## config.mk

```make
export PLATFORM = sky130hd
export DESIGN_NAME = uart_tx_sched
export DESIGN_NICKNAME = d
export VERILOG_FILES = /design/src/rtl/uart_tx_sched.sv
export SDC_FILE = /design/constraint.sdc
export NUM_CORES = 1
export LEC_CHECK = 0
export ABC_CLOCK_PERIOD_IN_PS = 5500
export CAP_MARGIN = 20
export CORE_MARGIN = 2
export CORE_UTILIZATION = 57
export CTS_BUF_LIST = sky130_fd_sc_hd__clkbuf_4 sky130_fd_sc_hd__clkbuf_8 sky130_fd_sc_hd__clkbuf_16
export CTS_CLUSTER_SIZE = 16
export DETAILED_ROUTE_END_ITERATION = 12
export PLACE_DENSITY = 0.83
export SLEW_MARGIN = 20
export SYNTH_ARGS = -nofsm -noshare
export SYNTH_HDL_FRONTEND = slang
export SYNTH_SLANG_ARGS = --single-unit
```

## constraint.sdc

```tcl
create_clock -name clk -period 5.5 [get_ports clk]
set_input_delay 1.1 -clock clk [delete_from_list [all_inputs] [get_ports clk]]
set_output_delay 1.1 -clock clk [all_outputs]
set_load 0.1 [all_outputs]
```

## src/rtl/uart_tx_sched.sv

```systemverilog
// uart_tx_sched
//   Lets two byte producers share one UART TX pin. A round-robin arbiter
//   picks one requester, the byte is latched, and the frame goes out directly
//   on the pin: start bit, 8 data bits LSB first, parity bit, stop bit.
//   Every line bit lasts exactly N clocks. N is CLKS_FAST or CLKS_SLOW,
//   chosen by SW2 when the frame starts.
//
// Parameters
//   CLKS_FAST   clocks per bit when SW2=1
//   CLKS_SLOW   clocks per bit when SW2=0
//   PARITY_ODD  0 = even parity, 1 = odd parity
//
// Ports
//   clk                     system clock, rising edge
//   rst                     synchronous reset, active low
//   SW2                     baud select, sampled only at frame start
//   req_a, data_a, ack_a    requester A: request, byte, one-cycle accept pulse
//   req_b, data_b, ack_b    requester B: same handshake as A
//   tx                      serial line, idle high, registered
//   busy                    high while a frame is in progress
//   gnt_b                   owner of the current or last frame (0=A, 1=B)
module uart_tx_sched #(
    parameter int unsigned CLKS_FAST  = 434,
    parameter int unsigned CLKS_SLOW  = 5208,
    parameter bit          PARITY_ODD = 1'b0
) (
    input  logic       clk,
    input  logic       rst,
    input  logic       SW2,
    input  logic       req_a,
    input  logic [7:0] data_a,
    output logic       ack_a,
    input  logic       req_b,
    input  logic [7:0] data_b,
    output logic       ack_b,
    output logic       tx,
    output logic       busy,
    output logic       gnt_b
);

    localparam logic [12:0] PER_FAST = 13'(CLKS_FAST);
    localparam logic [12:0] PER_SLOW = 13'(CLKS_SLOW);

    typedef enum logic [2:0] {
        IDLE,
        START,
        DATA,
        PARITY,
        STOP
    } state_t;

    state_t      state_q, state_d;
    logic [7:0]  data_q,   data_d;
    logic [2:0]  bit_q,    bit_d;
    logic [12:0] cnt_q,    cnt_d;
    logic [12:0] period_q, period_d;
    logic        tx_q,     tx_d;
    logic        ack_a_q,  ack_a_d;
    logic        ack_b_q,  ack_b_d;
    logic        gnt_q,    gnt_d;
    logic        last_q,   last_d;

    logic        pick_b;
    logic        bit_end;
    logic        parity_bit;

    // B wins if it is the only requester, or on a tie when A was granted last.
    assign pick_b     = req_b && (!req_a || !last_q);
    assign bit_end    = (cnt_q == period_q);
    assign parity_bit = PARITY_ODD ? ~^data_q : ^data_q;

    always_comb begin
        state_d  = state_q;
        data_d   = data_q;
        bit_d    = bit_q;
        cnt_d    = cnt_q;
        period_d = period_q;
        tx_d     = tx_q;
        ack_a_d  = 1'b0;
        ack_b_d  = 1'b0;
        gnt_d    = gnt_q;
        last_d   = last_q;

        if (state_q == IDLE) begin
            tx_d  = 1'b1;
            cnt_d = '0;
            if (req_a || req_b) begin
                data_d   = pick_b ? data_b : data_a;
                ack_a_d  = !pick_b;
                ack_b_d  = pick_b;
                gnt_d    = pick_b;
                last_d   = pick_b;
                period_d = SW2 ? PER_FAST : PER_SLOW;
                bit_d    = '0;
                tx_d     = 1'b0;
                cnt_d    = 13'd1;
                state_d  = START;
            end
        end else if (!bit_end) begin
            cnt_d = cnt_q + 13'd1;
        end else begin
            // Bit boundary: reload the timer and present the next line bit.
            cnt_d = 13'd1;
            case (state_q)
                START: begin
                    tx_d    = data_q[0];
                    bit_d   = '0;
                    state_d = DATA;
                end
                DATA: begin
                    if (bit_q == 3'd7) begin
                        tx_d    = parity_bit;
                        state_d = PARITY;
                    end else begin
                        tx_d  = data_q[bit_q + 3'd1];
                        bit_d = bit_q + 3'd1;
                    end
                end
                PARITY: begin
                    tx_d    = 1'b1;
                    state_d = STOP;
                end
                STOP: begin
                    tx_d    = 1'b1;
                    cnt_d   = '0;
                    state_d = IDLE;
                end
                default: begin
                    tx_d    = 1'b1;
                    cnt_d   = '0;
                    state_d = IDLE;
                end
            endcase
        end
    end

    always_ff @(posedge clk) begin
        if (!rst) begin
            state_q  <= IDLE;
            data_q   <= '0;
            bit_q    <= '0;
            cnt_q    <= '0;
            period_q <= PER_FAST;
            tx_q     <= 1'b1;
            ack_a_q  <= 1'b0;
            ack_b_q  <= 1'b0;
            gnt_q    <= 1'b0;
            last_q   <= 1'b1;
        end else begin
            state_q  <= state_d;
            data_q   <= data_d;
            bit_q    <= bit_d;
            cnt_q    <= cnt_d;
            period_q <= period_d;
            tx_q     <= tx_d;
            ack_a_q  <= ack_a_d;
            ack_b_q  <= ack_b_d;
            gnt_q    <= gnt_d;
            last_q   <= last_d;
        end
    end

    assign tx    = tx_q;
    assign busy  = (state_q != IDLE);
    assign ack_a = ack_a_q;
    assign ack_b = ack_b_q;
    assign gnt_b = gnt_q;

endmodule

```

## Word level (Yosys, flattened, before mapping)

Index checks and enable logic that the tools add are counted.

| storage, ports and cells | value |
|---|---|
| register bits | 45 |
| output and inout bits | 5 |
| logic and storage cells | 60 |

| operators by class | value |
|---|---|
| add/subtract/negate cells | 2 |
| magnitude comparators | 1 |
| eq/ne operators | 8 |
| muxes and demuxes | 23 |
| reduce and logical (&&, ||, !) cells | 16 |

Operators by type and width:

| operator | count |
|---|---|
| two-way mux 13 bit | 3 |
| two-way mux 3 bit | 8 |
| adder 13 x 1 -> 13 bit, second input constant | 1 |
| equality test 13 bit | 1 |
| case mux 3 bit (3 select lines) | 1 |
| two-way mux 8 bit | 1 |
| parity 8 bit | 1 |
| two-way mux 1 bit | 7 |
| equality test 3 x 2 -> 1 bit, second input constant | 2 |
| != test 3 bit, second input constant | 2 |
| case mux 3 bit (2 select lines) | 1 |
| AND reduction 3 bit | 2 |
| nonzero test 3 bit | 2 |
| less-than comparator 3 x 4 -> 1 bit, second input constant | 1 |
| AND reduction 4 bit | 1 |
| adder 3 x 1 -> 3 bit, second input constant | 1 |
| binary-select mux 1 bit (select 3 bit) | 1 |
| equality test 3 x 1 -> 1 bit, second input constant | 1 |
| equality test 3 bit, second input constant | 1 |
| logical NOT 1 bit | 3 |
| logical NOT 3 bit | 1 |
| OR reduction 3 bit | 1 |
| logical OR 1 bit | 2 |
| != test 2 x 1 -> 1 bit, second input constant | 1 |
| other kinds (4) | 4 |

## Longest topological paths before layout

Gate-level depths: netlist of run 1.

| depth | value |
|---|---|
| word-level depth | 7 |
| depth in mapped cells | 7 |
| mapped depth without buffers | 7 |

## Worst setup path after synthesis of run 1

Ideal clock, no wire load.

| timing path | value |
|---|---|
| path type | input-to-reg |
| start point | in req_b |
| end point | reg data_q[0] |
| arrival | 1,963 ps |
| path slack | 3,400 ps |
| cell stages on the path | 4 |
| buffers on the path | 1 |
| path through | a21boi_0 > buf_1 > mux2i_1 > a211oi_1 |

| between the ends | value |
|---|---|
| cells in the longest elaborated chain, start to end | 2 |
| elaborated cells between the ends (all ways) | 4 |

Ends and longest elaborated chain:

| what | line | text |
|---|---|---|
| start, declared | 33 | `input logic req_b,` |
| logical AND 1 bit or logical OR 1 bit (tied branches) | 68, 87 |  |
| two-way mux 8 bit or AND reduction 2 bit (tied branches) | n/a |  |
| end signal, assigned | 151 | `data_q <= data_d;` |
| end, declared | 53 | `logic [7:0] data_q, data_d;` |

Parallel ways exist; a longest one is shown, timed or not.
A chain may end at the register's enable or synchronous reset.

## Worst setup path after layout of run 1

| timing path | value |
|---|---|
| start point | reg state_q[1] |
| end point | out busy |

| between the ends | value |
|---|---|
| cells in the longest elaborated chain, start to end | 1 |

Ends and longest elaborated chain:

| what | line | text |
|---|---|---|
| start, declared | 52 | `state_t state_q, state_d;` |
| start signal, assigned | 150 | `state_q <= state_d;` |
| nonzero test 3 bit | 164 | `assign busy = (state_q != IDLE);` |
| end, declared | 37 | `output logic busy,` |

Every way passes these cells.

==> results of run 1 <==
==> cells by family after synthesis <==
group	count (synthesis)	share of synthesized area, %
compound gates	30	11.7
buf+inv	11	4.05
fa+ha+maj	3	2.13
mux	16	10.0
simple gates	78	24.5
xor+xnor	18	8.96
flops	34	38.7
==> Yosys cell counts (all sizes together) (3+ instances only) <==
cell | number | area share [%]
a211oi | 8 | 3.4
a21oi | 7 | 2.2
and4 | 3 | 1.6
buf | 3 | 1.1
dfxtp | 34 | 39
ha | 3 | 2.1
inv | 5 | 1.2
mux2i | 15 | 8.7
nand2 | 6 | 1.3
nand2b | 3 | 1.1
nand3 | 8 | 2.3
nand4 | 5 | 1.8
nor2 | 32 | 7.0
nor3 | 5 | 2.3
nor4 | 5 | 2.8
o21ai | 6 | 1.9
or3 | 3 | 1.1
xnor2 | 12 | 6.0
xor2 | 6 | 3.0
==> registers in the layout (all words and copies together), names as in the netlist <==
name      count
cnt_q        13
data_q        8
bit_q         3
state_q       3
period_q      2
ack_a         1
ack_b         1
gnt_b         1
last_q        1
tx            1
==> stage by stage <==
step	hold WS (ns)	cells	total power, mW	cell area, um^2	util (%)
2_1_floorplan	0.445	190	0.379	1760	-
3_3_place_gp	0.461	243	0.414	2010	66.9
3_5_place_dp	0.476	243	0.420	2010	66.9
4_1_cts	0.493	251	0.604	2090	69.7
5_1_grt	0.522	251	0.630	2090	69.7
6_report	0.491	251	0.604	2090	69.7
==> routing by layer <==
metal	up-vias	GRT usage [%]	share of wire, %
met5	-	0	0
li1	741	-	-
met3	10	8.52	5.6
met4	0	11.4	2.7
met2	52	43.6	50
met1	711	30.2	41
==> layout make-up <==
| type | instances | area, um^2 |
|---|---|---|
| clock buffer | 5 | 37.5 |
| clock inverter | 3 | 45.0 |
| fill | 242 | 911 |
| inverter | 5 | 21.3 |
| multi-input combinational | 145 | 1010 |
| sequential | 34 | 681 |
| tap | 33 | 41.3 |
| timing repair buffer | 26 | 258 |
==> power by group through the flow <==
stage               Clock [mW]  Combinational, mW  Sequential (mW)
floorplan                    0             0.0788            0.300
global placement             0              0.131            0.283
finish                   0.190              0.135            0.279
CTS                      0.190              0.136            0.278
detailed placement           0              0.136            0.284
global route             0.202              0.148            0.281
==> worst max path at each step <==
stage / startpoint / end / slack (ns) / depth (start not counted)
2_1_floorplan: req_b / data_q[0] / 3.40 / 4
5_1_grt: state_q[1] / busy / 2.05 / 3
4_1_cts: state_q[1] / busy / 2.13 / 3
3_5_place_dp: state_q[1] / busy / 2.52 / 3
3_3_place_gp: state_q[1] / busy / 2.56 / 3
6_report: state_q[1] / busy / 2.12 / 3
==> placed cells by master (no fill, tap or decap), drive strengths merged, types with 2 or more instances in the layout <==
| cell type | count |
|---|---|
| a211oi | 8 |
| ha | 3 |
| nor2b | 2 |
| clkdlybuf4s50 | 25 |
| nor4 | 5 |
| or3 | 3 |
| and3 | 2 |
| clkbuf | 5 |
| clkinvlp | 2 |
| xor2 | 6 |
| nand4 | 5 |
| and4 | 3 |
| mux2i | 15 |
| inv | 5 |
| o21ai | 6 |
| xnor2 | 12 |
| dfxtp | 34 |
| nor3 | 5 |
| nand2 | 6 |
| a21oi | 7 |
| nand3 | 8 |
| nor2 | 32 |
| nand2b | 3 |
==> critical path, cell delays in order (launching register included) <==
cell             delay (ns)
dfxtp_1                0.58
nor3_4                 0.12
inv_4                  0.10
clkdlybuf4s50_1        1.13
==> impl_summary.log, run 1 <==
INFO  metric boundaryPins = 26
INFO  metric fp.dieH = 59.6 um
INFO  metric hold_start = bit_q[2]
INFO  metric grt_overflow = 0
INFO  metric vias = 1514
INFO  metric result_of_the_run = finished, final reports clean
INFO  metric ant_nets = 0
INFO  metric startpoint_type = flip-flop
INFO  metric cts_root_cell = clkbuf_4
INFO  metric wl_per_cell = 15.8 um
INFO  metric numClockSinks = 34
INFO  metric fin_worst_skew = 0.0100 ns
INFO  metric final.period_utilization = 61.5%
INFO  metric die_x = 59.6 um
INFO  metric crit-reg2reg-capture = tx
INFO  metric maximum_number_of_pins_on_one_net_before_global_route_repair = 19
INFO  metric drv_cap = 0
INFO  metric timing.critical_path.fanout_max = 11
INFO  metric internal_power = 415 uW
INFO  metric first_pass_iters = 4
INFO  metric min_path_type = flip-flop to flip-flop
INFO  metric floorplan.core_area = 0.00300 mm^2
INFO  metric clock_tree.buffer_depth = 2
INFO  metric worstMarginPinSlew = 0.974 ns
INFO  metric initial_utilization = 58.6%
INFO  metric number_of_max_slew_violations_in_the_final_report = 0
INFO  metric seq_power_share = 46.2%
INFO  metric gp_routability_congestion = 0.850
INFO  metric post_synth_inst_count = 190
INFO  metric power_switching_share = 31.3%
INFO  metric p_leak = 0.720 nW
INFO  metric place.port_buffers = 25
INFO  metric detailed_place_hpwl = 3.02 mm
INFO  metric grtUsageTotal = 26.0%
INFO  metric postSynth.topFlopCell = dfxtp_1
INFO  metric share_clk_of_total_power = 31.4%
INFO  metric unrepaired_setup_endpoints_after_global_routing = false
INFO  metric post_synthesis_area_per_instance = 9.27 um^2
INFO  metric maxSlewHeadroom = 34.9%
INFO  metric pd_cells = 289 mW/mm^2
INFO  metric initial_antenna_violation_count = 0
INFO  metric hold-path-cell-count = 2
INFO  metric regToRegSetupSlack = 3.36 ns
INFO  metric cp_data_arrival_time = 2.28 ns
INFO  metric num_antenna_cells = 0
INFO  metric combined_area_of_all_synthesized_cells = 0.00176 mm^2
INFO  metric worst_skew_pair.late_latency = 0.36 ns
INFO  metric cts_clk_pin_slew_worst_paths = 0.10 ns
INFO  metric hold_viol_final = 0
INFO  metric cts_inserted_buffers = 5
INFO  metric htreeDepth = 2
INFO  metric grt_pass1_wl = 6.71 mm
INFO  metric fmax = 0.296 GHz
INFO  metric timing.setup.tns = 0 ns
INFO  metric seq_area_frac_synth = 38.7%
INFO  metric post_drt_via_cell_ratio = 6.03
INFO  metric post-cts-setup-buffers = 0
INFO  metric regToRegStartpoint = bit_q[0]
INFO  metric tritoncts = yes
INFO  metric period_needed = 3.38 ns
INFO  metric finalSetupViolations = 0
INFO  metric syn_nets = 214
INFO  metric preCtsSetupSlack = 2.52 ns
INFO  metric setup_slack = 2.12 ns
INFO  metric synth_enable_flop_cells = 0
INFO  metric ys_ff_latch = 34
INFO  metric die-area = 0.00355 mm^2
INFO  metric synthesis_warnings = 0
INFO  metric required = 4.40 ns
INFO  metric cts_hold_repair.buffers = 0
INFO  metric switching_power = 189 uW
INFO  metric max-vdd-ir-drop = 0.195 mV
INFO  metric path_class = flip-flop to output pin
INFO  metric netlist-cell-type-count = 50
INFO  metric route.final.wire_length = 3.96 mm
INFO  metric first_drt_iteration_drcs = 70
INFO  metric placementRows = 20
INFO  metric drcViolationCount = 0
INFO  metric reg2regPathDepth = 7
INFO  metric number_of_global_route_vias_before_repair = 1516
INFO  metric fin_nets = 241
INFO  metric postSynth.asyncResetShare = 0%
INFO  metric critical_path.endpoint_type = output pin
INFO  metric gates_resized_cts_repair = 0
INFO  metric power.combinational.fraction = 22.4%
INFO  metric area_growth_syn_to_layout = 18.8%
INFO  metric drive_gt1_share = 10.6%
INFO  metric holdPathEnd = bit_q[2]
Power figures use the tool's default switching activity.
==> run 2: changes to the inputs <==
--- a/config.mk
+++ b/config.mk
@@ -5,14 +5,14 @@
 export SDC_FILE = /design/constraint.sdc
 export NUM_CORES = 1
 export LEC_CHECK = 0
-export ABC_CLOCK_PERIOD_IN_PS = 5500
+export ABC_CLOCK_PERIOD_IN_PS = 3000
 export CAP_MARGIN = 20
 export CORE_MARGIN = 2
-export CORE_UTILIZATION = 57
+export CORE_UTILIZATION = 48
 export CTS_BUF_LIST = sky130_fd_sc_hd__clkbuf_4 sky130_fd_sc_hd__clkbuf_8 sky130_fd_sc_hd__clkbuf_16
 export CTS_CLUSTER_SIZE = 16
 export DETAILED_ROUTE_END_ITERATION = 12
-export PLACE_DENSITY = 0.83
+export PLACE_DENSITY = 0.75
 export SLEW_MARGIN = 20
 export SYNTH_ARGS = -nofsm -noshare
 export SYNTH_HDL_FRONTEND = slang
==> constraint.sdc (replaced) <==
create_clock -name clk -period 3 [get_ports clk]
set_input_delay 0.6 -clock clk [delete_from_list [all_inputs] [get_ports clk]]
set_output_delay 0.6 -clock clk [all_outputs]
set_load 0.1 [all_outputs]
==> impl_summary.log, run 2 (synthesis gave the netlist of run 1 again) <==
INFO  metric grtUsageTotal = 18.4%
INFO  metric die-area = 0.00417 mm^2
INFO  metric final-seq-area = 681 um^2
INFO  metric worst_path_largest_cell_delay = 0.46 ns
INFO  metric critical_path.cell_chain = ha_1 -> ha_1 -> o21ai_0 -> nand4_1 -> or4_4 -> a211o_1 -> a21oi_2
INFO  metric cts_root_cell = clkbuf_8
INFO  metric final_cell_mix = dfxtp_1, nor2_1, clkdlybuf4s50_1
INFO  metric vias = 1476
INFO  metric first_drt_iteration_drcs = 38
INFO  metric maxSlewHeadroom = 58.2%
INFO  metric die_x = 64.6 um
INFO  metric floorplan.core_area = 0.00361 mm^2
INFO  metric report.power.total = 1.11 mW
INFO  metric fp.dieH = 64.6 um
INFO  metric worstMarginPinSlew = 0.626 ns
INFO  metric path_buf_inv = 0
INFO  metric post_drt_via_cell_ratio = 5.53
INFO  metric path_class = flip-flop to flip-flop
INFO  metric num_antenna_cells = 0
INFO  metric fin_nets = 242
INFO  metric cts_clk_pin_slew_worst_paths = 0.06 ns
INFO  metric timing.setup.tns = 0 ns
INFO  metric boundaryPins = 26
INFO  metric area_growth_syn_to_layout = 20.3%
INFO  metric hold-worst-slack = 0.469 ns
INFO  metric p_leak = 0.746 nW
INFO  metric route.final.wire_length = 3.41 mm
INFO  metric share_clk_of_total_power = 32.5%
INFO  metric multi_input_comb_area = 0.00101 mm^2
INFO  metric initial_antenna_violation_count = 0
INFO  metric post-cts-setup-buffers = 0
INFO  metric drive_gt1_share = 13.2%
INFO  metric critical_path.endpoint_type = flip-flop
INFO  metric placementRows = 22
INFO  metric grt_pass1_wl = 5.93 mm
INFO  metric biggestRegsByFlops = cnt_q (13), data_q (8)
INFO  metric cpMostUsedCell = ha_1
INFO  metric htreeDepth = 2
INFO  metric timing.critical_path.slowest_stage_cell = or4_4
INFO  metric tritoncts = yes
INFO  metric maximum_number_of_pins_on_one_net_before_global_route_repair = 19
INFO  metric drcViolationCount = 0
INFO  metric number_of_max_slew_violations_in_the_final_report = 0
INFO  metric cts_hold_repair.buffers = 0
INFO  metric internal_power = 778 uW
INFO  metric grt_overflow = 0
INFO  metric startpoint_type = flip-flop
INFO  metric result_of_the_run = finished, final reports clean
INFO  metric pd_cells = 526 mW/mm^2
INFO  metric cts_inserted_buffers = 5
INFO  metric cpLargestDelayFamily = compound AO/OA/AOI/OAI gates
INFO  metric largest_register = cnt_q
INFO  metric detailed_place_hpwl = 2.55 mm
INFO  metric drv_cap = 0
INFO  metric seq_power_share = 45.8%
INFO  metric power_switching_share = 30.1%
INFO  metric min_path_type = flip-flop to flip-flop
INFO  metric cp-startpoint = bit_q[0]
INFO  metric finalSetupViolations = 0
INFO  metric ant_nets = 0
INFO  metric final.period_utilization = 70.9%
INFO  metric power.combinational.fraction = 21.7%
INFO  metric regToRegStartpoint = bit_q[0]
INFO  metric wl_per_cell = 12.8 um
INFO  metric period_needed = 2.13 ns
INFO  metric worst_skew_pair.late_latency = 0.29 ns
INFO  metric switching_power = 335 uW
INFO  metric hold_viol_final = 0
INFO  metric hold_start = bit_q[1]
INFO  metric cp_data_arrival_time = 2.35 ns
INFO  metric gates_resized_cts_repair = 0
INFO  metric place.port_buffers = 25
INFO  metric number_of_global_route_vias_before_repair = 1365
INFO  metric clock_tree.buffer_depth = 2
INFO  metric initial_utilization = 48.8%
INFO  metric numClockSinks = 34
INFO  metric max-vdd-ir-drop = 0.349 mV
INFO  metric mostFrequentLayoutCell = dfxtp_1
INFO  metric required = 3.22 ns
INFO  metric timing.critical_path.fanout_max = 6
INFO  metric unrepaired_setup_endpoints_after_global_routing = false
INFO  metric first_pass_iters = 4
INFO  metric largest_register_ff_count = 13
INFO  metric fmax = 0.470 GHz
INFO  metric layout.filler_cells = 319
INFO  metric gp_routability_congestion = 0.767
INFO  metric fin_worst_skew = 0.0104 ns
[run 2: final cells by class]
cell class / count / area share [%]
timing repair buffer: 27 / 11.9
clock buffer: 7 / 4.25
multi-input combinational: 145 / 47.6
clock inverter: 1 / 0.236
tap: 48 / 2.84
inverter: 5 / 1.00
sequential: 34 / 32.1
[run 2: through the flow]
stage	setup slack (ns)	area (um^2)	std cells	utilization, %
floorplan	1.06	1760	190	-
global placement	0.825	2020	259	56.1
detailed placement	0.825	2020	259	56.1
CTS	0.864	2120	267	58.7
global route	0.721	2120	267	58.7
finish	0.873	2120	267	58.7
[run 2: routing by layer]
layer	up-vias	GRT usage (%)	share of wire (%)
li1	745	-	-
met1	687	22.0	47
met2	38	29.2	46
met3	6	7.47	5.1
met4	0	7.98	1.7
met5	-	0	0
[run 2: worst paths after layout]
path,endpoint,slack (ns),depth (start not counted)
setup reg to reg,bit_q[0],0.87,7
setup / recovery,bit_q[0],0.87,7
hold reg to reg,bit_q[1],0.47,2
hold / removal,bit_q[1],0.47,2
[run 2: worst reg2reg max path, cell delays in order (launching register included)]
cell	delay, ns
dfxtp_1	0.37
ha_1	0.23
ha_1	0.23
o21ai_0	0.18
nand4_1	0.14
or4_4	0.46
a211o_1	0.32
a21oi_2	0.13
[run 2: power groups by stage]
stage / combinational (mW) / sequential, mW / clock [mW]
after global routing: 0.264 / 0.514 / 0.391
after floorplan: 0.145 / 0.551 / 0
after global placement: 0.241 / 0.520 / 0
after detailed placement: 0.243 / 0.520 / 0
final: 0.241 / 0.510 / 0.362
after CTS: 0.244 / 0.510 / 0.365
==> run 3: changes to the inputs <==
--- a/config.mk
+++ b/config.mk
@@ -5,7 +5,7 @@
 export SDC_FILE = /design/constraint.sdc
 export NUM_CORES = 1
 export LEC_CHECK = 0
-export ABC_CLOCK_PERIOD_IN_PS = 3000
+export ABC_CLOCK_PERIOD_IN_PS = 1750
 export CAP_MARGIN = 20
 export CORE_MARGIN = 2
 export CORE_UTILIZATION = 48
==> constraint.sdc (replaced) <==
create_clock -name clk -period 1.75 [get_ports clk]
set_input_delay 0.35 -clock clk [delete_from_list [all_inputs] [get_ports clk]]
set_output_delay 0.35 -clock clk [all_outputs]
set_load 0.1 [all_outputs]
==> impl_summary.log, run 3 (synthesis gave the netlist of run 1 again) <==
INFO  metric result_of_the_run = finished with violations
INFO  metric violations = negative setup slack
INFO  metric unrepaired_setup_endpoints_after_global_routing = true
INFO  metric largest_register = cnt_q
INFO  metric hold-path-cell-count = 2
INFO  metric mostFrequentLayoutCell = nor2_1
INFO  metric fin_worst_skew = 0.00484 ns
INFO  metric required = 1.97 ns
INFO  metric numClockSinks = 34
INFO  metric fin_nets = 273
INFO  metric initial_antenna_violation_count = 0
INFO  metric hold-worst-slack = 0.490 ns
INFO  metric initial_utilization = 48.8%
INFO  metric seq_power_share = 43.7%
INFO  metric boundaryPins = 26
INFO  metric timing.critical_path.fanout_max = 2
INFO  metric cts_inserted_buffers = 5
INFO  metric placement.cell_area = 0.00233 mm^2
INFO  metric drcViolationCount = 0
INFO  metric layout.filler_cells = 283
INFO  metric number_of_global_route_vias_before_repair = 1488
INFO  metric critical_path.endpoint_type = flip-flop
INFO  metric min_path_type = flip-flop to flip-flop
INFO  metric grtUsageTotal = 21.6%
INFO  metric multi_input_comb_area = 0.00109 mm^2
INFO  metric p_leak = 0.931 nW
INFO  metric number_of_gates_on_the_worst_path_with_buffers_counted = 7
INFO  metric startpoint_type = flip-flop
INFO  metric maxSlewHeadroom = 79.3%
INFO  metric final-seq-area = 687 um^2
INFO  metric worst_skew_pair.late_latency = 0.29 ns
INFO  metric first_pass_iters = 4
INFO  metric cpMostUsedCell = ha_4
INFO  metric post_drt_via_cell_ratio = 5.46
INFO  metric tritoncts = yes
INFO  metric period_needed = 1.84 ns
INFO  metric worst_path_largest_cell_delay = 0.45 ns
INFO  metric share_clk_of_total_power = 29.2%
INFO  metric die_x = 64.6 um
INFO  metric placementRows = 22
INFO  metric internal_power = 1.40 mW
INFO  metric power_switching_share = 30.2%
INFO  metric finish.instance_area = 0.00251 mm^2
INFO  metric max-vdd-ir-drop = 0.451 mV
INFO  metric timing.critical_path.slowest_stage_cell = or4_4
INFO  metric number_of_max_slew_violations_in_the_final_report = 0
INFO  metric fp.dieH = 64.6 um
INFO  metric finalSetupViolations = 1
INFO  metric first_drt_iteration_drcs = 113
INFO  metric reg2regPathDepth = 7
INFO  metric wl_per_cell = 14.3 um
INFO  metric drv_cap = 0
INFO  metric critical_path.cell_chain = ha_4 -> ha_4 -> o21ai_2 -> nand4_1 -> or4_4 -> a211o_1 -> a21oi_2
INFO  metric hold_viol_final = 0
INFO  metric area_growth_syn_to_layout = 42.4%
INFO  metric vias = 1615
INFO  metric drive_gt1_share = 27.4%
INFO  metric grt_overflow = 0
INFO  metric ant_nets = 0
INFO  metric clock_tree.buffer_depth = 2
INFO  metric power.combinational.fraction = 27.1%
INFO  metric gp_routability_congestion = 0.822
INFO  metric num_antenna_cells = 0
INFO  metric largest_register_ff_count = 13
INFO  metric cts_clk_pin_slew_worst_paths = 0.07 ns
INFO  metric final.period_utilization = 105%
INFO  metric switching_power = 605 uW
INFO  metric fmax = 0.543 GHz
INFO  metric route.final.wire_length = 4.24 mm
INFO  metric maximum_number_of_pins_on_one_net_before_global_route_repair = 17
INFO  metric cp_data_arrival_time = 2.06 ns
INFO  metric preCtsSetupSlack = -0.105 ns
INFO  metric detailed_place_hpwl = 2.94 mm
INFO  metric biggestRegsByFlops = cnt_q (13), data_q (8)
INFO  metric path_buf_inv = 0
INFO  metric place.port_buffers = 25
INFO  metric die-area = 0.00417 mm^2
INFO  metric worstMarginPinSlew = 0.309 ns
INFO  metric setup_slack = -0.0907 ns
INFO  metric grt_pass1_wl = 6.95 mm
INFO  metric htreeDepth = 2
INFO  metric cts_root_cell = clkbuf_8
INFO  metric regToRegSetupSlack = -0.09 ns
INFO  metric final_cell_mix = nor2_1, buf_4, dfxtp_1
INFO  metric path_class = flip-flop to flip-flop
INFO  metric floorplan.core_area = 0.00361 mm^2
INFO  metric pd_cells = 798 mW/mm^2
INFO  metric cpLargestDelayFamily = simple AND/OR/NAND/NOR gates
==> run 3: cell types whose count changed in the layout (fill, tap and decap cells not counted), moves of 5 or more <==
cell | before | now
buf_12 | 0 | 6
dfxtp_1 | 34 | 29
buf_4 | 7 | 30
dfxtp_2 | 0 | 5
==> run 3: through the flow <==
stage,util (%),total power [mW],instances,TNS [ns]
floorplan,-,1.19,190,-0.115
global placement,64.5,1.40,289,-0.136
detailed placement,64.5,1.41,289,-0.507
CTS,67.5,1.99,295,-0.0355
global route,69.5,2.10,296,-0.738
finish,69.5,2.00,296,-0.0907
==> run 3: power groups by stage <==
stage	registers (mW)	logic [mW]	clock network, mW
finish	0.874	0.543	0.585
global route	0.879	0.589	0.632
CTS	0.871	0.530	0.588
detailed placement	0.888	0.526	0
global placement	0.886	0.518	0
floorplan	0.944	0.248	0
==> run 3: worst reg2reg max path, stage by stage (launching register included) <==
cell and delay [ns]:
dfxtp_2 0.34, ha_4 0.16, ha_4 0.15, o21ai_2 0.10
nand4_1 0.15, or4_4 0.45, a211o_1 0.28, a21oi_2 0.14
==> run 3: final cells by class <==
cell class | count | share of cell area (%)
well taps | 48 | 2.40
repair buffers | 58 | 22.7
multi-input cells | 145 | 43.4
flip-flops and latches | 34 | 27.4
clock buffers | 6 | 3.29
inverters | 5 | 0.848
==> run 3: timing repair <==
item,4_1_cts,5_1_grt
gates resized for setup,5,13
setup endpoints to repair,4,19
setup buffers,0,1
hold buffers,0,0
pin swaps,2,2
==> run 3: per-layer routing <==
layer | wire (um) | share of wire (%) | GRT usage, %
met3 | 211 | 5.0 | 4.69
met4 | 87 | 2.1 | 9.31
met1 | 1790 | 42 | 27.0
met2 | 2150 | 51 | 36.1
met5 | 0 | 0 | 0
==> run 3: final timing paths <==
kind / startpoint / end
setup / recovery: bit_q[0] / bit_q[0]
hold / removal: bit_q[1] / bit_q[1]
setup reg to reg: bit_q[0] / bit_q[0]
hold reg to reg: bit_q[1] / bit_q[1]
